### src/rtl/sid_env_gen.sv
// rtl/sid_env_gen.sv - per-voice SID ADSR envelope generator, stepped on the phi2 tick enable.
// Define ADSR_DELAY_BUG_EN to keep the equality-only rate counter reset (SID ADSR delay bug).
module sid_env_gen #(
  parameter int RATE_W = 15
) (
  input  logic       clk,
  input  logic       rstn,
  input  logic       iClkEn,
  input  logic       iGate,
  input  logic [3:0] iAttack,
  input  logic [3:0] iDecay,
  input  logic [3:0] iSustain,
  input  logic [3:0] iRelease,
  output logic [7:0] oEnv,
  output logic [1:0] oState
);

  typedef enum logic [1:0] {
    ST_RELEASE = 2'd0,
    ST_ATTACK  = 2'd1,
    ST_DECAY   = 2'd2
  } state_t;

  // Terminal count (RATE-1) for each rate index.
  function automatic logic [RATE_W-1:0] rate_last(input logic [3:0] idx);
    logic [RATE_W-1:0] v;
    case (idx)
      4'd0:    v = RATE_W'(8);
      4'd1:    v = RATE_W'(31);
      4'd2:    v = RATE_W'(62);
      4'd3:    v = RATE_W'(94);
      4'd4:    v = RATE_W'(148);
      4'd5:    v = RATE_W'(219);
      4'd6:    v = RATE_W'(266);
      4'd7:    v = RATE_W'(312);
      4'd8:    v = RATE_W'(391);
      4'd9:    v = RATE_W'(976);
      4'd10:   v = RATE_W'(1953);
      4'd11:   v = RATE_W'(3125);
      4'd12:   v = RATE_W'(3906);
      4'd13:   v = RATE_W'(11719);
      4'd14:   v = RATE_W'(19531);
      default: v = RATE_W'(31250);
    endcase
    return v;
  endfunction

  function automatic logic [4:0] exp_period(input logic [7:0] lvl);
    logic [4:0] p;
    if (lvl >= 8'd94)      p = 5'd1;
    else if (lvl >= 8'd55) p = 5'd2;
    else if (lvl >= 8'd27) p = 5'd4;
    else if (lvl >= 8'd15) p = 5'd8;
    else if (lvl >= 8'd7)  p = 5'd16;
    else if (lvl >= 8'd1)  p = 5'd30;
    else                   p = 5'd1;
    return p;
  endfunction

  state_t            r_state;
  logic [7:0]        r_env;
  logic [RATE_W-1:0] r_rate_cnt;
  logic [4:0]        r_exp_cnt;
  logic [4:0]        r_exp_period;
  logic              r_gate;

  logic              w_rise;
  logic              w_fall;
  state_t            w_state;
  logic [3:0]        w_idx;
  logic [RATE_W-1:0] w_rate_last;
  logic              w_rate_hit;
  logic              w_rate_ovr;
  logic [RATE_W-1:0] w_rate_cnt_nxt;
  logic [4:0]        w_exp_base;
  logic [4:0]        w_exp_inc;
  logic              w_exp_hit;
  logic              w_dec_ok;
  logic [7:0]        w_env_dec;

  assign w_rise = iGate & ~r_gate;
  assign w_fall = ~iGate & r_gate;

  // Gate edges take effect before the rate step of the same tick.
  always_comb begin
    w_state = r_state;
    if (w_rise)      w_state = ST_ATTACK;
    else if (w_fall) w_state = ST_RELEASE;
  end

  always_comb begin
    w_idx = iRelease;
    case (w_state)
      ST_ATTACK: w_idx = iAttack;
      ST_DECAY:  w_idx = iDecay;
      default:   w_idx = iRelease;
    endcase
  end

  assign w_rate_last = rate_last(w_idx);
  assign w_rate_hit  = (r_rate_cnt == w_rate_last);

`ifdef ADSR_DELAY_BUG_EN
  // A shrunken period is missed until the counter wraps through 2^RATE_W.
  assign w_rate_ovr = 1'b0;
`else
  assign w_rate_ovr = (r_rate_cnt > w_rate_last);
`endif

  assign w_rate_cnt_nxt = (w_rate_hit || w_rate_ovr) ? '0 : r_rate_cnt + 1'b1;

  assign w_exp_base = w_rise ? 5'd0 : r_exp_cnt;
  assign w_exp_inc  = w_exp_base + 5'd1;
  assign w_exp_hit  = (w_exp_inc >= r_exp_period);
  assign w_env_dec  = r_env - 8'd1;

  // Decay stops at the sustain level (and holds if sustain is raised above it).
  always_comb begin
    w_dec_ok = 1'b0;
    if (w_state == ST_DECAY)        w_dec_ok = (r_env > {iSustain, iSustain});
    else if (w_state == ST_RELEASE) w_dec_ok = (r_env != 8'd0);
  end

  always_ff @(posedge clk) begin
    if (!rstn) begin
      r_state      <= ST_RELEASE;
      r_env        <= 8'h00;
      r_rate_cnt   <= '0;
      r_exp_cnt    <= 5'd0;
      r_exp_period <= 5'd1;
      r_gate       <= 1'b0;
    end else begin
      r_gate <= iGate;
      if (iClkEn) begin
        r_rate_cnt <= w_rate_cnt_nxt;
        r_state    <= w_state;
        r_exp_cnt  <= w_exp_base;
        if (w_rate_hit) begin
          case (w_state)
            ST_ATTACK: begin
              if (r_env == 8'hFF) begin
                r_state <= ST_DECAY;
              end else begin
                r_env <= r_env + 8'd1;
                if (r_env == 8'hFE) r_state <= ST_DECAY;
              end
            end
            ST_DECAY, ST_RELEASE: begin
              if (w_exp_hit) begin
                r_exp_cnt <= 5'd0;
                if (w_dec_ok) begin
                  r_env        <= w_env_dec;
                  r_exp_period <= exp_period(w_env_dec);
                end
              end else begin
                r_exp_cnt <= w_exp_inc;
              end
            end
            default: r_state <= ST_RELEASE;
          endcase
        end
      end
    end
  end

  assign oEnv   = r_env;
  assign oState = r_state;

endmodule
### config.mk
export PLATFORM = sky130hd
export DESIGN_NAME = sid_env_gen
export DESIGN_NICKNAME = d
export VERILOG_FILES = /design/src/rtl/sid_env_gen.sv
export SDC_FILE = /design/constraint.sdc
export NUM_CORES = 1
export LEC_CHECK = 0
export CORE_UTILIZATION = 45
export CTS_BUF_LIST = sky130_fd_sc_hd__clkbuf_8 sky130_fd_sc_hd__clkbuf_16
export CTS_CLUSTER_DIAMETER = 200
export DETAILED_ROUTE_END_ITERATION = 12
export DONT_BUFFER_PORTS = 1
export GPL_ROUTABILITY_DRIVEN = 1
export PLACE_DENSITY = 0.59
export SYNTH_ARGS = -nofsm -noshare
export SYNTH_HDL_FRONTEND = slang
export SYNTH_SLANG_ARGS = --single-unit
### constraint.sdc
create_clock -name clk -period 10 [get_ports clk]
set_clock_uncertainty 0.05 [all_clocks]
set_input_delay 1.5 -clock clk [delete_from_list [all_inputs] [get_ports clk]]
set_output_delay 1.5 -clock clk [all_outputs]
set_load 0.02 [all_outputs]
=== Word-level counts from Yosys, hierarchy flattened ===
Memory sizes are Yosys's and may differ from the RTL's.
Index checks and enable logic that the tools add are counted.

* Bits in registers: 36
* Bits in latches: 0
* Memory bits (writable): 0
* Memory bits (read-only): 240
* Bits of input ports: 20
* Output and inout port bits: 10
* Word-level logic and storage cells: 63
* Memories kept: 1

* Add/subtract/negate cells: 4
* $mul: 0
* Div/mod/pow operators: 0
* $lt $le $gt $ge: 9
* Eq/ne operators: 8
* Shift-type cells: 0
* Multiplexer cells: 24
* Bitwise operators: 4
* Reductions and logical operators: 7

{| class="wikitable"
|+ Memories
! name !! depth !! width !! read ports !! clocked after Yosys merged registers in !! wr ports !! RTL line !! RTL
|-
| (name not given) || 16 || 15 || 1 || 0 || 0 || 27 || <nowiki>case (idx)</nowiki>
|}

{| class="wikitable"
|+ Operator list
! operator !! number
|-
| 5-bit 2-to-1 mux || 10
|-
| 8-bit 2-to-1 mux || 3
|-
| 8-bit == test, second input constant || 2
|-
| 8-bit one-hot mux with 2 select lines || 1
|-
| 15-bit by 1-bit adder with 15-bit output, second input constant || 1
|-
| 15-bit == test || 1
|-
| 15-bit greater-than comparator || 1
|-
| 15-bit 2-to-1 mux || 1
|-
| 2-bit 2-to-1 mux || 5
|-
| 8-bit by 1-bit adder with 8-bit output, second input constant || 1
|-
| 8-bit by 1-bit >= comparator with 1-bit output, second input constant || 1
|-
| 8-bit by 3-bit >= comparator with 1-bit output, second input constant || 1
|-
| 8-bit by 4-bit >= comparator with 1-bit output, second input constant || 1
|-
| 8-bit by 5-bit >= comparator with 1-bit output, second input constant || 1
|-
| 8-bit by 6-bit >= comparator with 1-bit output, second input constant || 1
|-
| 8-bit by 7-bit >= comparator with 1-bit output, second input constant || 1
|-
| 8-bit greater-than comparator || 1
|-
| 4-bit one-hot mux with 2 select lines || 1
|-
| 8-bit nonzero test || 1
|-
| 8-bit by 1-bit subtractor with 8-bit output, second input constant || 1
|-
| 2-bit inequality test, second input constant || 3
|-
| 6-bit AND reduction || 1
|-
| 5-bit by 1-bit adder with 5-bit output, second input constant || 1
|-
| 5-bit >= comparator || 1
|-
| 11 further kinds || 14
|}

=== Depth between registers and ports, before layout ===
Gate-level depths: netlist (run 1).

* Depth after elaboration: 10
* Mapped depth: 20
* Gate-level depth less buffers: 18

=== Least setup slack after synthesis (run 1) ===
No wires, ideal clock.

* Path kind: input-to-reg
* Start point: input port iGate
* End point: register r_env[6], in the netlist oEnv[6]
* Arrival: 5.701 ns
* Setup slack: 4.189 ns
* Stages: 17
* Buffers on the path: 2
* Cells stage by stage: nor2b_1 > a21o_1 > buf_1 > ha_1 > clkbuf_1 > o21ai_1 > inv_1 > ha_1 > nor2_1 > o21ai_0 > ha_1 > nand4_1 > nor4_4 > and4b_1 > o221ai_2 > or4b_2 > nand2_1

* Longest elaborated chain between the ends: 9
* Elaborated cells between the ends (all ways): 23

{| class="wikitable"
|+ RTL lines
! element !! RTL line !! RTL
|-
| start, declared || 9 || <nowiki>input logic iGate,</nowiki>
|-
| 1-bit inverter || 82 || <nowiki>assign w_fall = ~iGate & r_gate;</nowiki>
|-
| 1-bit AND || 82 ||
|-
| 2-bit 2-to-1 mux || 88 || <nowiki>else if (w_fall) w_state = ST_RELEASE;</nowiki>
|-
| 2-bit 2-to-1 mux || 87 || <nowiki>if (w_rise) w_state = ST_ATTACK;</nowiki>
|-
| 2-bit == test (tied with other cells) || 93, 120, 139 ||
|-
| 4-bit one-hot mux with 2 select lines or 1-bit 2-to-1 mux (tied branches) || 93, 121 ||
|-
| memory 16 x 15 bit or 1-bit 2-to-1 mux (tied branches) || n/a ||
|-
| 15-bit == test or 2-bit inequality test (tied branches) || n/a ||
|-
| 6-bit AND reduction (no line) || n/a ||
|-
| end signal, assigned || 144 || <nowiki>r_env <= r_env + 8'd1;</nowiki>
|-
| end signal, assigned || 152 || <nowiki>r_env <= w_env_dec;</nowiki>
|-
| end, declared || 61 || <nowiki>logic [7:0] r_env;</nowiki>
|}

Parallel ways exist; a longest one is shown, timed or not.
A chain may end at the register's enable or synchronous reset.

=== Worst setup path in the final report (run 1) ===
* Start point: input port iGate
* End point: register r_rate_cnt[5]

* Longest elaborated chain between the ends: 10
* Elaborated cells between the ends (all ways): 13

{| class="wikitable"
|+ RTL lines
! element !! RTL line !! RTL
|-
| 1-bit inverter || 82 ||
|-
| 1-bit AND || 82 ||
|-
| 2-bit 2-to-1 mux || 88 ||
|-
| 2-bit 2-to-1 mux (*) || 87 ||
|-
| 2-bit == test or 2-bit by 1-bit == test with 1-bit output (tied branches) || 93 || <nowiki>case (w_state)</nowiki>
|-
| 4-bit one-hot mux with 2 select lines (*) || 93 ||
|-
| memory 16 x 15 bit (*) || n/a ||
|-
| 15-bit greater-than comparator or 15-bit == test (tied branches) || 107, 101 ||
|-
| 1-bit logical OR (*) || 110 || <nowiki>assign w_rate_cnt_nxt = (w_rate_hit || w_rate_ovr) ? '0 : r_rate_cnt + 1'b1;</nowiki>
|-
| 15-bit 2-to-1 mux (*) || 110 ||
|-
| end signal, assigned || 135 || <nowiki>r_rate_cnt <= w_rate_cnt_nxt;</nowiki>
|-
| end, declared || 62 || <nowiki>logic [RATE_W-1:0] r_rate_cnt;</nowiki>
|}

Mark *: on every way between the ends. The rest lies on a longest branch, timed or not.

==> flow_results.org, run 1 <==
** Place
- Port buffering added 0 buffers.
- Routability congestion estimate from global placement :: between 0.8 and 0.9
- Sum of net half-perimeters after detailed placement :: 6.49 mm
- Number of instances in the placed design :: roughly 520
- Post-Place Worst Slack :: 3.29 ns
- Placed Instance Area :: ~3500 um2

** Critical path
- Slowest cell on the critical path :: sky130_fd_sc_hd__a221oi_2
- Slowest cell delay on critical path :: 0.82 ns
- In this run the worst path has a maximum fanout of 15.
- The endpoint identified for the worst register-to-register timing path is r_rate_cnt[5]$_SDFFE_PN0P_.
- Launch point of the worst reg-to-reg path :: oState[0]$_SDFFE_PN0P_
- The critical path is of the primary input to flop type.
- Walking the worst path, the cells encountered are nor2b_1 -> a21o_1 -> clkinv_1 -> ha_1 -> a22oi_1 -> o21ai_1 -> inv_1 -> ha_1 -> nor2_1 -> nor3_1 -> a21oi_1 -> ha_1 -> nand4_1 -> nor4_4 -> a211oi_1 -> and4b_1 -> a221oi_2 -> nor2_1.
- Setup slack, reg-to-reg :: 4.49 ns
- CP Data Required Time :: 10.08 ns
- The number of cells on the worst reg-to-reg path is 17.
- The worst setup path is captured at a flop.
- Count of buffering cells on the critical path with inverters included :: 2
- Largest delay contributor family on the critical path :: compound AO/OA/AOI/OAI gates
- Data arrival time at the worst-slack endpoint :: 6.48 ns
- In this design, the critical path's most frequently occurring cell is sky130_fd_sc_hd__ha_1.
- STA classifies the critical path startpoint as a primary input.

** Floorplanning
- Pin placement for this block handled 30 I/O pins.
- Die ar. :: 7990 um2
- The die is between 80 and 90 um tall.
- For this configuration, the core starts out at a cell density of 46.9%.
- Die W :: 89.4 um
- Floorplan row count :: 31
- The core region is 7330 um2.

** Yosys
- sky130_fd_sc_hd__dfxtp_1 takes more of the synthesized area than any other cell.
- Post-synthesis area per instance :: 7.78 um2
- Post-synth cell types :: 62
- Synth Register Bits :: 36
- Of the total synthesized cell area, the portion taken by full adders, half adders and majority gates is 17.5%.
- Mapped Nets :: 510
- In the synthesized netlist, mux cells make up 0.874% of the area.
- For this run, asynchronously set or reset flops after synthesis account for 0%.
- Number of enable-type register cells in the synthesized netlist :: 0
- By area the synthesized netlist is led by sky130_fd_sc_hd__dfxtp_1 21%, sky130_fd_sc_hd__ha_1 17%, sky130_fd_sc_hd__nor2_1 4.7%.
- Of the total synthesized cell area, the portion taken by XOR and XNOR cells is 5.61%.
- Fraction of the yosys area taken by sequential cells :: 21.0%
- Area share of the largest cell type after synthesis :: 21.0%
- Synthesis produced a netlist whose cell count is between 400 and 500.
- Synthesized-area fraction occupied by ao, oa, aoi and oai cells :: 23.4%
- Post-synthesis cell area :: 3440 um2
- Simple-gate share of the synthesized area :: 26.1%
- Dominant combinational cell family by area after synthesis :: simple AND/OR/NAND/NOR gates
- The Yosys step of the flow raised 0 warnings.
- Leading register cell type out of synthesis :: sky130_fd_sc_hd__dfxtp_1

** Cells and area
- Area used by sequential logic in the layout :: 721 um2
- Area growth syn-to-layout :: 4.22%
- Utilization of the core after routing :: between 40% and 50%
- After the flow finishes, the layout carries non-filler instances totaling 531.
- Highest-count cells in the layout ignoring fill and taps :: 48 x sky130_fd_sc_hd__ha_1, 43 x sky130_fd_sc_hd__nor2_1, 38 x sky130_fd_sc_hd__nand2_1, 36 x sky130_fd_sc_hd__dfxtp_1, 26 x sky130_fd_sc_hd__inv_1
- The layout has between 700 and 800 filler cells.
- Layout cells sized above 1 :: 4.17%
- Leaving out fill and tap cells, the most frequent cell in the layout is sky130_fd_sc_hd__ha_1.
- Area of the multi-input gates :: 2520 um2
- After the last flow step, the layout net total stands at 499.
- Final non-filler cell area :: 3580 um2
- Antenna cells :: 0

** Global route
- The number of antenna violations at the first check in global routing came to 0.
- The via count of the first global-routing pass came to 2934.
- All-layer global routing usage :: 22.3%
- Entering global routing, the biggest net connects 32 pins.
- Remaining Overflow, GRT :: 0
- The first global-routing pass estimated around 14 mm of wire.

** Clocking
- PostCTS Resize Cnt :: 0
- CTS tree :: built
- Clock sink count :: 36
- Clock root buffer master :: sky130_fd_sc_hd__clkbuf_8
- Number of CTS-inserted buffers :: 5
- H-tree Lvls :: 2
- Clock transition at the register clock pins on the worst setup and hold paths after CTS :: 0.08 ns
- After clock tree synthesis, the setup repair step added 0 buffers.
- Counting along the longest clock path gives a buffer depth of 2.
- Clock latency of the later-clocked register in the worst-skew pair :: 0.29 ns
- The number of hold buffers added after CTS was 0.

** Power
- The analysis attributes to cell leakage a power of 1.47 nW.
- Worst IR Drop VDD :: 0.0000753 V
- After layout, the design draws a total of 0.365 mW.
- PwrDens :: 102 nW/um2

** Timing
- For this run, the top clock speed supported by timing is 156 MHz.
- RSZ-0062 raised after global routing :: no
- Final setup vio count :: 0
- The final critical path takes up 64.0% of the cycle.
- In this run the tightest slew margin relative to its limit is 30.9%.
- At the pin with the least slew margin, the transition time is slightly above 1 ns.
- Final critical path time including I/O delays and setup :: 6.40 ns
- Across all hold checks on the routed design, the worst slack comes to 0.434 ns.
- Final Max Slew Viols :: 0
- The number of hold violations in the final report was 0.
- After routing, the total negative slack on setup checks comes to 0 ns.
- Setup slack after layout :: 3.60 ns

** Route
- After detailed routing, the average wire length per cell comes to 15.9 um.
- For this run, design rule violations remaining after detail routing come to 0.
- The pre-antenna-repair detailed-routing pass consisted of 4 iterations.
- For this block, the routed nets add up to 8.45 mm of wire.
- Number of vias per cell after detailed routing :: between 5 and 6
- Final ANT Viol Nets :: 0
- Initial DRC Count :: around 120
- Vias post-DR :: 3095

** Hold path
- The startpoint identified for the worst hold timing path is r_exp_period[2]$_SDFFE_PN0P_.
- The worst hold path was traced through 2 stages.
- Hold Crit Endpoint :: r_exp_period[2]$_SDFFE_PN0P_
- The worst hold path belongs to the class flop to flop.

** Run status
- The flow ran to the end, and the final reports show no timing, DRC or antenna violations.

** Flow run
- Max-cap violations in this run came to 0.
==> how the worst max path moves through the flow <==
stage	slack, ns	endpoint	cells after the start	start
after global routing	3.01	r_rate_cnt[5]$_SDFFE_PN0P_	18	iGate
after floorplan	4.19	oEnv[6]$_SDFFE_PN0P_	17	iGate
final	3.60	r_rate_cnt[5]$_SDFFE_PN0P_	18	iGate
after CTS	3.60	r_rate_cnt[14]$_SDFFE_PN0P_	18	iGate
after detailed placement	3.29	r_rate_cnt[14]$_SDFFE_PN0P_	18	iGate
after global placement	3.48	r_rate_cnt[8]$_SDFFE_PN0P_	18	iGate
==> layer usage <==
metal / part of all wire [%] / track usage (%)
met3: 3.1 / 3.60
met2: 51 / 41.4
met1: 44 / 26.0
met4: 1.8 / 6.93
met5: 0 / 0
==> kinds of logic (layout without fill, tap and decap cells) <==
| kind of cell | count (synthesis) | in the layout |
|---|---|---|
| simple gates | 172 | 172 |
| flops | 36 | 36 |
| mux | 3 | 3 |
| fa+ha+maj | 48 | 48 |
| compound gates | 116 | 116 |
| xor+xnor | 22 | 22 |
| buf+inv | 45 | 35 |
==> state kept, by name (all words and copies together), names as in the netlist <==
| signal | cells |
|---|---|
| r_rate_cnt | 15 |
| r_exp_period | 5 |
| r_gate | 1 |
| oEnv | 8 |
| oState | 2 |
| r_exp_cnt | 5 |
==> tightest hold or removal path, cell delays in order (launching register included) <==
cell                      delay, ns
sky130_fd_sc_hd__dfxtp_1       0.32
sky130_fd_sc_hd__nand2_1       0.06
sky130_fd_sc_hd__o22ai_1       0.06
==> cell usage after synthesis, types with 9 or more instances <==
library cell,n
sky130_fd_sc_hd__a21oi_1,20
sky130_fd_sc_hd__a22oi_1,9
sky130_fd_sc_hd__a31oi_1,12
sky130_fd_sc_hd__clkbuf_1,12
sky130_fd_sc_hd__dfxtp_1,36
sky130_fd_sc_hd__ha_1,48
sky130_fd_sc_hd__inv_1,25
sky130_fd_sc_hd__nand2_1,38
sky130_fd_sc_hd__nand2b_1,12
sky130_fd_sc_hd__nand3_1,16
sky130_fd_sc_hd__nand4_1,12
sky130_fd_sc_hd__nor2_1,43
sky130_fd_sc_hd__nor2b_1,14
sky130_fd_sc_hd__nor3_1,9
sky130_fd_sc_hd__o21ai_0,19
sky130_fd_sc_hd__xnor2_1,13
sky130_fd_sc_hd__xor2_1,9
==> cell type report <==
| cell class | count | share of cell area, % |
|---|---|---|
| clock buffer | 5 | 1.92 |
| timing repair buffer | 1 | 0.210 |
| multi-input combinational | 361 | 70.5 |
| clock inverter | 3 | 1.08 |
| inverter | 26 | 2.72 |
| tap | 99 | 3.46 |
| sequential | 36 | 20.1 |
==> where the power goes <==
group / internal (mW) / switching (mW)
Sequential: 0.148 / 0.00695
Combinational: 0.0326 / 0.0509
Clock: 0.0730 / 0.0542
Power figures use the tool's default switching activity.
==> inputs of run 2 (changes only) <==
--- a/config.mk
+++ b/config.mk
@@ -11,7 +11,7 @@
 export DETAILED_ROUTE_END_ITERATION = 12
 export DONT_BUFFER_PORTS = 1
 export GPL_ROUTABILITY_DRIVEN = 1
-export PLACE_DENSITY = 0.59
+export PLACE_DENSITY = 0.61
 export SYNTH_ARGS = -nofsm -noshare
 export SYNTH_HDL_FRONTEND = slang
 export SYNTH_SLANG_ARGS = --single-unit
==> constraint.sdc (replaced) <==
create_clock -name clk -period 5.75 [get_ports clk]
set_clock_uncertainty 0.05 [all_clocks]
set_input_delay 0.8625 -clock clk [delete_from_list [all_inputs] [get_ports clk]]
set_output_delay 0.8625 -clock clk [all_outputs]
set_load 0.02 [all_outputs]
==> run 2 against run 1 <==
Clock power increased by 44%. Register-to-register slack worse by 3.7 ns. Sequential power increased by 74%. Global-route usage fell by 0.095 points. Critical endpoint is now r_exp_period[3]$_SDFFE_PN0P_. Highest routed layer unchanged.
==> flow_results.org, run 2 (synthesis gave the netlist of run 1 again) <==
** Power
- PwrDens :: 167 nW/um2 (+64%)
- Tot Pwr :: 0.602 mW (+65%)
- P_leak :: 1.49 nW (+1.3%)
- Worst IR Drop VDD :: 0.0000942 V (+25%)

** Critical path
- The worst register-to-register path begins at oState[1]$_SDFFE_PN0P_.
- The slack of the worst reg-to-reg path is 0.76 ns (-3.73 ns).
- CP Data Required Time :: 5.91 ns (-4.17 ns)
- The worst setup path is captured at a flop.
- Kind of start point of the critical path :: primary input
- The arrival time at the worst endpoint is 5.29 ns (-1.19 ns).
- The cell count along the critical path is 18 (unchanged).
- The buffer and inverter count on the worst path came to 3 (+1).
- Endpoint of the worst-slack reg-to-reg timing path :: r_exp_period[3]$_SDFFE_PN0P_
- Largest delay contributor family on the critical path :: simple AND/OR/NAND/NOR gates
- Cell breakdown of the critical path :: nand2b_1 -> nand3_1 -> inv_1 -> ha_1 -> a22oi_1 -> o21ai_1 -> inv_1 -> ha_1 -> nand2_1 -> a31oi_1 -> ha_1 -> nand4_1 -> nor4_4 -> buf_4 -> nand3_1 -> and4b_1 -> or3b_1 -> o22ai_1
- Following the worst setup path forward leads to its endpoint at r_exp_period[3]$_SDFFE_PN0P_.
- Maximum fanout along the worst path :: 10 (-5)
- Worst-case reg-to-reg path depth :: 17 (unchanged)
- Slowest cell on the critical path :: sky130_fd_sc_hd__o21ai_1
- The most numerous cell type found on the critical path is sky130_fd_sc_hd__ha_1.
- Critical path start-end classification :: primary input to flop
- Slowest cell delay on critical path :: 0.55 ns (-0.27 ns)
- The critical path starts at iGate.

** Global route
- Met2 GRT Util :: 30.6% (-11 points)
- The maximum number of pins on one net before global-route repair is 32 (unchanged).
- First-pass GRT wire length :: 13.9 mm (+1.4%)
- The global routing usage on met1 is 34.7% (+8.7 points).
- The number of antenna violations at the first check in global routing was 0 (unchanged).
- All-layer global routing usage :: 22.2% (-0.095 points)
- Busiest layer in global routing :: met1
- The total global routing overflow is 0 (unchanged).
- The global routing met3 resource utilization is 5.17% (+1.6 points).
- Number of global-route vias before repair :: 2815 (-4.1%)

** Cells and area
- The final core utilization was 49.2% (+0.34 points).
- Compared with the post-synthesis result, the final layout area differs by 4.95%.
- Leaving out fill and tap cells, the most frequent cells in the layout are 48 x sky130_fd_sc_hd__ha_1, 43 x sky130_fd_sc_hd__nor2_1, 38 x sky130_fd_sc_hd__nand2_1, 36 x sky130_fd_sc_hd__dfxtp_1, 25 x sky130_fd_sc_hd__inv_1.
- Most common cell after layout, fill and taps aside :: sky130_fd_sc_hd__ha_1
- Largest Register :: r_rate_cnt
- The final net count came to 505 (+1.2%).
- The number of flip-flops under the largest register name was 15 (unchanged).
- The final antenna diode count was 0 (unchanged).
- The fraction of final layout cells sized beyond drive strength 1 is 5.71% (+1.5 points).

** Place
- The half-perimeter wire length of the detailed placement result was 6.25 mm (-3.8%).
- # port buffers :: 0 (unchanged)
- Routability congestion estimate from global placement :: 0.893 (+5.9%)
- Post-Place Worst Slack :: 0.375 ns (-2.92 ns)

** Clocking
- The TritonCTS sink count was 36 (unchanged).
- PostCTS Resize Cnt :: 0 (unchanged)
- Post-CTS setup buffers :: 0 (unchanged)
- The later-pin clock latency in the skew report was 0.29 ns (about the same).
- Clock root buffer master :: sky130_fd_sc_hd__clkbuf_8
- TritonCTS built the clock tree.
- Number of CTS-inserted buffers :: 5 (unchanged)
- The number of buffers inserted for hold repair after clock tree synthesis is 0 (unchanged).
- The number of buffers on the longest clock path came to 2 (unchanged).
- Clock transition at the register clock pins on the worst setup and hold paths after CTS :: 0.07 ns (about the same)
- The H-tree level count was 2 (unchanged).

** Timing
- Setup slack after layout :: 0.618 ns (-2.98 ns)
- The final setup violation count came to 0 (unchanged).
- Fin Setup TNS :: 0 ns (unchanged)
- Final Max Slew Viols :: 0 (unchanged)
- Hold_ws :: 0.428 ns (-0.00571 ns)
- Final critical path time including I/O delays and setup :: ~5 ns
- The worst max-slew margin expressed relative to the limit is 36.2% (+5.3 points).
- For this run, the top clock speed supported by timing is around 190 MHz.
- The actual transition at the worst max-transition pin is 0.945 ns (-0.0915 ns).
- RSZ-0062 raised after global routing :: no
- The number of hold violations in the final report came to 0 (unchanged).
- Part of the cycle the worst path needs :: 89.3%

** Route
- Number of iterations in the first detailed-routing pass :: 5 (+1)
- The average wire per standard cell was 15.3 um (-4.0%).
- The DRC violations left came to 0 (unchanged).
- Detailed Route WL :: 8.20 mm (-2.9%)
- Vias post-DR :: 3094 (-0.032%)
- The violation count after the first detailed-route iteration came to 163 (+34%).
- The post-route antenna net violation count came to 0 (unchanged).
- Number of vias per cell after detailed routing :: 5.76 (-1.1%)

** Run status
- Status :: finished, final reports clean

** Floorplanning
- The horizontal die dimension came to 89.4 um (unchanged).
- The starting utilization of the core area is 46.9% (unchanged).
- Die ar. :: 7990 um2 (unchanged)
- The core region area is 7330 um2 (unchanged).
- The die height was 89.4 um (unchanged).
- The I/O pin count came to 30 (unchanged).
- The number of placement rows came to 31 (unchanged).

** Hold path
- The min-delay analysis places its worst path in the category flop to flop.

** Flow run
- Max Cap Viol :: 0 (unchanged)
## run 2: power breakdown
| group | total (mW) | switching, mW | leakage [nW] | internal (mW) |
|---|---|---|---|---|
| clock | 0.183 | 0.0982 | 0.0479 | 0.0845 |
| sequential | 0.269 | 0.0124 | 0.291 | 0.257 |
| combinational | 0.150 | 0.0895 | 1.15 | 0.0607 |
## run 2: worst min-delay path by stage
stage,startpoint,to,cells after the start
finish,r_exp_period[2]$_SDFFE_PN0P_,r_exp_period[2]$_SDFFE_PN0P_,2
global route,r_exp_period[1]$_SDFFE_PN0P_,r_exp_period[1]$_SDFFE_PN0P_,2
CTS,r_exp_period[3]$_SDFFE_PN0P_,r_exp_period[3]$_SDFFE_PN0P_,2
detailed placement,r_exp_period[1]$_SDFFE_PN0P_,r_exp_period[1]$_SDFFE_PN0P_,2
global placement,r_exp_period[3]$_SDFFE_PN0P_,r_exp_period[3]$_SDFFE_PN0P_,2
floorplan,r_exp_period[3]$_SDFFE_PN0P_,r_exp_period[3]$_SDFFE_PN0P_,2
## run 2: stage by stage
step,std cells,area (um2)
floorplan,442,3440
global placement,529,3520
detailed placement,529,3520
CTS,537,3610
global route,537,3610
finish,537,3610
## run 2: routing by layer
layer / part of all wire, % / vias up
met3: 5.2 / 8
met1: 53 / 1429
li1: - / 1591
met4: 1.0 / 0
met5: 0 / -
met2: 40 / 66
## run 2: cell type report
class	instances	area (um2)
Fill cell	734	3720
Tap cell	99	124
Sequential cell	36	721
Clock buffer	5	68.8
Multi-Input combinational cell	361	2520
Timing Repair Buffer	7	52.6
Inverter	26	97.6
Clock inverter	3	18.8
## run 2: worst register-to-register path, stage by stage, from the launching register on
cell and delay (ns):
sky130_fd_sc_hd__dfxtp_1 0.51, sky130_fd_sc_hd__nand3_1 0.21, sky130_fd_sc_hd__inv_1 0.17, sky130_fd_sc_hd__ha_1 0.31
sky130_fd_sc_hd__a22oi_1 0.13, sky130_fd_sc_hd__o21ai_1 0.55, sky130_fd_sc_hd__inv_1 0.28, sky130_fd_sc_hd__ha_1 0.29
sky130_fd_sc_hd__nand2_1 0.10, sky130_fd_sc_hd__a31oi_1 0.10, sky130_fd_sc_hd__ha_1 0.33, sky130_fd_sc_hd__nand4_1 0.17
sky130_fd_sc_hd__nor4_4 0.40, sky130_fd_sc_hd__buf_4 0.20, sky130_fd_sc_hd__nand3_1 0.12, sky130_fd_sc_hd__and4b_1 0.44
sky130_fd_sc_hd__or3b_1 0.38, sky130_fd_sc_hd__o22ai_1 0.16
==> inputs of run 3 (changes only) <==
--- a/config.mk
+++ b/config.mk
@@ -5,13 +5,14 @@
 export SDC_FILE = /design/constraint.sdc
 export NUM_CORES = 1
 export LEC_CHECK = 0
+export CORE_MARGIN = 2
 export CORE_UTILIZATION = 45
 export CTS_BUF_LIST = sky130_fd_sc_hd__clkbuf_8 sky130_fd_sc_hd__clkbuf_16
-export CTS_CLUSTER_DIAMETER = 200
 export DETAILED_ROUTE_END_ITERATION = 12
 export DONT_BUFFER_PORTS = 1
 export GPL_ROUTABILITY_DRIVEN = 1
 export PLACE_DENSITY = 0.61
+export SKIP_LAST_GASP = 1
 export SYNTH_ARGS = -nofsm -noshare
 export SYNTH_HDL_FRONTEND = slang
 export SYNTH_SLANG_ARGS = --single-unit
==> run 3 against run 2 <==
First-iteration DRC count up 32%. Clock power about the same. Via count down 0.68%. Die area up 4.5%.
==> flow_results.org, run 3 (synthesis gave the netlist of run 1 again) <==
** Hold path
- Classification of the worst-slack hold path :: flop to flop
- Min-Delay Startpoint :: r_exp_period[3]$_SDFFE_PN0P_
- The worst hold path terminates at r_exp_period[3]$_SDFFE_PN0P_.
- The number of cells on the worst hold path came to 2 (unchanged).

** Clocking
- The later-pin clock latency in the skew report was 0.29 ns (about the same).
- PostCTS Resize Cnt :: 0 (unchanged)
- TritonCTS built the clock tree.
- Longest Clk Path Bufs :: 2 (unchanged)
- The number of buffers inserted for hold repair after clock tree synthesis was 0 (unchanged).
- Number of CTS-inserted buffers :: 5 (unchanged)
- Clock transition at the register clock pins on the worst setup and hold paths after CTS :: 0.08 ns (about the same)
- Clock root buffer master :: sky130_fd_sc_hd__clkbuf_8
- Clock sink count :: 36 (unchanged)
- H-tree Lvls :: 2 (unchanged)
- The number of setup buffers added after CTS is 0 (unchanged).

** Place
- # port buffers :: 0 (unchanged)
- Placed Instance Area :: 3520 um2 (unchanged)
- Sum of net half-perimeters after detailed placement :: 6.32 mm (+1.1%)
- The setup slack after placement came to 0.626 ns (+0.251 ns).
- The cell count after placement is 529 (unchanged).
- Routability congestion estimate from global placement :: 0.851 (-4.7%)

** Cells and area
- The final net count was 505 (unchanged).
- Highest-count cells in the layout ignoring fill and taps :: 48 x sky130_fd_sc_hd__ha_1, 43 x sky130_fd_sc_hd__nor2_1, 38 x sky130_fd_sc_hd__nand2_1, 36 x sky130_fd_sc_hd__dfxtp_1, 25 x sky130_fd_sc_hd__inv_1
- The final antenna diode count was 0 (unchanged).
- The final core utilization was 49.2% (unchanged).
- The library cell used most frequently in the layout, excluding fill and tap cells, is sky130_fd_sc_hd__ha_1.
- The filler cell count was 711 (-3.1%).
- The final instance area was 3610 um2 (unchanged).
- More flip-flops sit in one register than any other, and that register is r_rate_cnt.
- The number of flip-flops under the largest register name is 15 (unchanged).
- Area growth syn-to-layout :: 4.95% (unchanged)
- The final standard cell count with taps included and fillers excluded came to 537 (unchanged).
- The fraction of final layout cells sized beyond drive strength 1 was 5.71% (unchanged).

** Global route
- The number of antenna violations at the first check in global routing is 0 (unchanged).
- The global-route usage over all layers was 20.5% (-1.7 points).
- The wire length of the first global-routing pass was 14.2 mm (+2.0%).
- Remaining Overflow, GRT :: 0 (unchanged)
- Number of global-route vias before repair :: 2877 (+2.2%)
- The maximum number of pins on one net before global-route repair was 32 (unchanged).

** Route
- The via count came to 3073 (-0.68%).
- The first-pass iteration count of the detailed router is 4 (-1).
- The post-route antenna net violation count came to 0 (unchanged).
- The DRC violations left was 0 (unchanged).
- Detailed Route WL :: 8.20 mm (about the same)
- Routed WL per cell :: 15.3 um (about the same)
- The violation count after the first detailed-route iteration was 215 (+32%).
- Number of vias per cell after detailed routing :: 5.72 (-0.68%)

** Power
- PwrDens :: 166 nW/um2 (-0.31%)
- The worst ir drop on vdd is 0.0000797 V (-15%).
- The cell leakage power came to 1.49 nW (about the same).
- The total power draw is 0.600 mW (-0.31%).

** Timing
- The number of hold violations in the final report came to 0 (unchanged).
- The share of the cycle needed by the critical path after routing is 83.8% (-5.4 points).
- The actual transition at the worst max-transition pin came to 0.912 ns (-0.0331 ns).
- The max-slew violation total from the final report came to 0 (unchanged).
- The peak clock frequency supported by timing is 207 MHz (+6.5%).
- The worst max-slew margin expressed relative to the limit is 38.4% (+2.2 points).
- Hold_ws :: 0.428 ns (-0.000244 ns)
- Setup slack after layout :: 0.930 ns (+0.312 ns)
- Fin Setup TNS :: 0 ns (unchanged)
- RSZ-0062 raised after global routing :: no
- The post-route minimum period was 4.82 ns (-0.312 ns).
- The final setup violation count is 0 (unchanged).

** Floorplanning
- Core Footprint :: 7330 um2 (unchanged)
- The number of placement rows was 31 (unchanged).
- Die ar. :: 8350 um2 (+4.5%)
- The die height was 91.4 um (+2.2%).
- Initial cell density of the core :: 46.9% (unchanged)
- The horizontal die dimension is 91.4 um (+2.2%).
- Number of top-level design ports :: 30 (unchanged)

** Critical path
- WP depth :: 18 (unchanged)
- The stage delay of the slowest cell on the critical path came to 0.43 ns (-0.12 ns).
- In this run the critical register-to-register path is captured at r_exp_period[3]$_SDFFE_PN0P_.
- The slack of the worst reg-to-reg path was 1.10 ns (+0.34 ns).
- The maximum fanout encountered on the critical timing path came to 8 (-2).
- Largest delay contributor family on the critical path :: simple AND/OR/NAND/NOR gates
- Slowest cell on the critical path :: sky130_fd_sc_hd__o21ai_1
- The data required time of the critical path was 5.92 ns (about the same).
- The buffer and inverter count on the worst path was 3 (unchanged).
- The cell that appears most often on the critical path is sky130_fd_sc_hd__ha_1.
- Cell breakdown of the critical path :: nand2b_1 -> nand3_1 -> inv_1 -> ha_1 -> a22oi_1 -> o21ai_1 -> inv_1 -> ha_1 -> nand2_1 -> a31oi_1 -> ha_1 -> nand4_1 -> nor4_4 -> buf_4 -> nand3_1 -> and4b_1 -> or3b_1 -> o22ai_1
- The count of cells along the worst register-to-register path was 17 (unchanged).
- The worst setup path is launched from a primary input.
- Critical path start-end classification :: primary input to flop
- The worst register-to-register path begins at oState[1]$_SDFFE_PN0P_.
- The arrival time at the worst endpoint came to 4.99 ns (-0.30 ns).
- Kind of end point of the critical path :: flop

** Run status
- Status :: finished, final reports clean

** Flow run
- The number of max-cap violations came to 0 (unchanged).
[run 3: cell counts in the layout (fill, tap and decap cells not counted)]
Identical to the previous run, type by type.
[run 3: worst max path at each step]
stage / start / endpoint / slack (ns)
detailed placement: iGate / r_exp_period[0]$_SDFFE_PN1P_ / 0.63
global route: iGate / r_exp_period[0]$_SDFFE_PN1P_ / 0.49
global placement: iGate / oEnv[6]$_SDFFE_PN0P_ / 0.75
floorplan: iGate / oEnv[6]$_SDFFE_PN0P_ / 0.58
CTS: iGate / r_exp_period[3]$_SDFFE_PN0P_ / 0.93
finish: iGate / r_exp_period[3]$_SDFFE_PN0P_ / 0.93
[run 3: power breakdown]
part	internal [mW]	switching (mW)	leakage, nW	total [mW]
Combinational	0.0607	0.0883	1.15	0.149
Sequential	0.257	0.0118	0.291	0.269
Clock	0.0845	0.0980	0.0479	0.183
[run 3: layer usage]
| layer | wire [um] | part of all wire (%) | vias up | track usage (%) |
|---|---|---|---|---|
| li1 | - | - | 1594 | - |
| met1 | 4400 | 54 | 1401 | 31.3 |
| met2 | 3290 | 40 | 69 | 29.4 |
| met3 | 424 | 5.2 | 9 | 4.07 |
| met4 | 83 | 1.0 | 0 | 4.04 |
| met5 | 0 | 0 | - | 0 |
[run 3: worst reg2reg max path: stages (launching register included)]
cell and delay [ns]:
sky130_fd_sc_hd__dfxtp_1 0.50, sky130_fd_sc_hd__nand3_1 0.20, sky130_fd_sc_hd__inv_1 0.17, sky130_fd_sc_hd__ha_1 0.29, sky130_fd_sc_hd__a22oi_1 0.13, sky130_fd_sc_hd__o21ai_1 0.43
sky130_fd_sc_hd__inv_1 0.24, sky130_fd_sc_hd__ha_1 0.25, sky130_fd_sc_hd__nand2_1 0.10, sky130_fd_sc_hd__a31oi_1 0.11, sky130_fd_sc_hd__ha_1 0.33, sky130_fd_sc_hd__nand4_1 0.18
sky130_fd_sc_hd__nor4_4 0.35, sky130_fd_sc_hd__buf_4 0.20, sky130_fd_sc_hd__nand3_1 0.13, sky130_fd_sc_hd__and4b_1 0.42, sky130_fd_sc_hd__or3b_1 0.37, sky130_fd_sc_hd__o22ai_1 0.16
[run 3: layout make-up]
class,instances,area [um2],share of cell area [%]
Clock buffer,5,68.8,1.91
Clock inverter,3,18.8,0.520
Inverter,26,97.6,2.71
Multi-Input combinational cell,361,2520,70.0
Sequential cell,36,721,20.0
Tap cell,99,124,3.43
Timing Repair Buffer,7,52.6,1.46
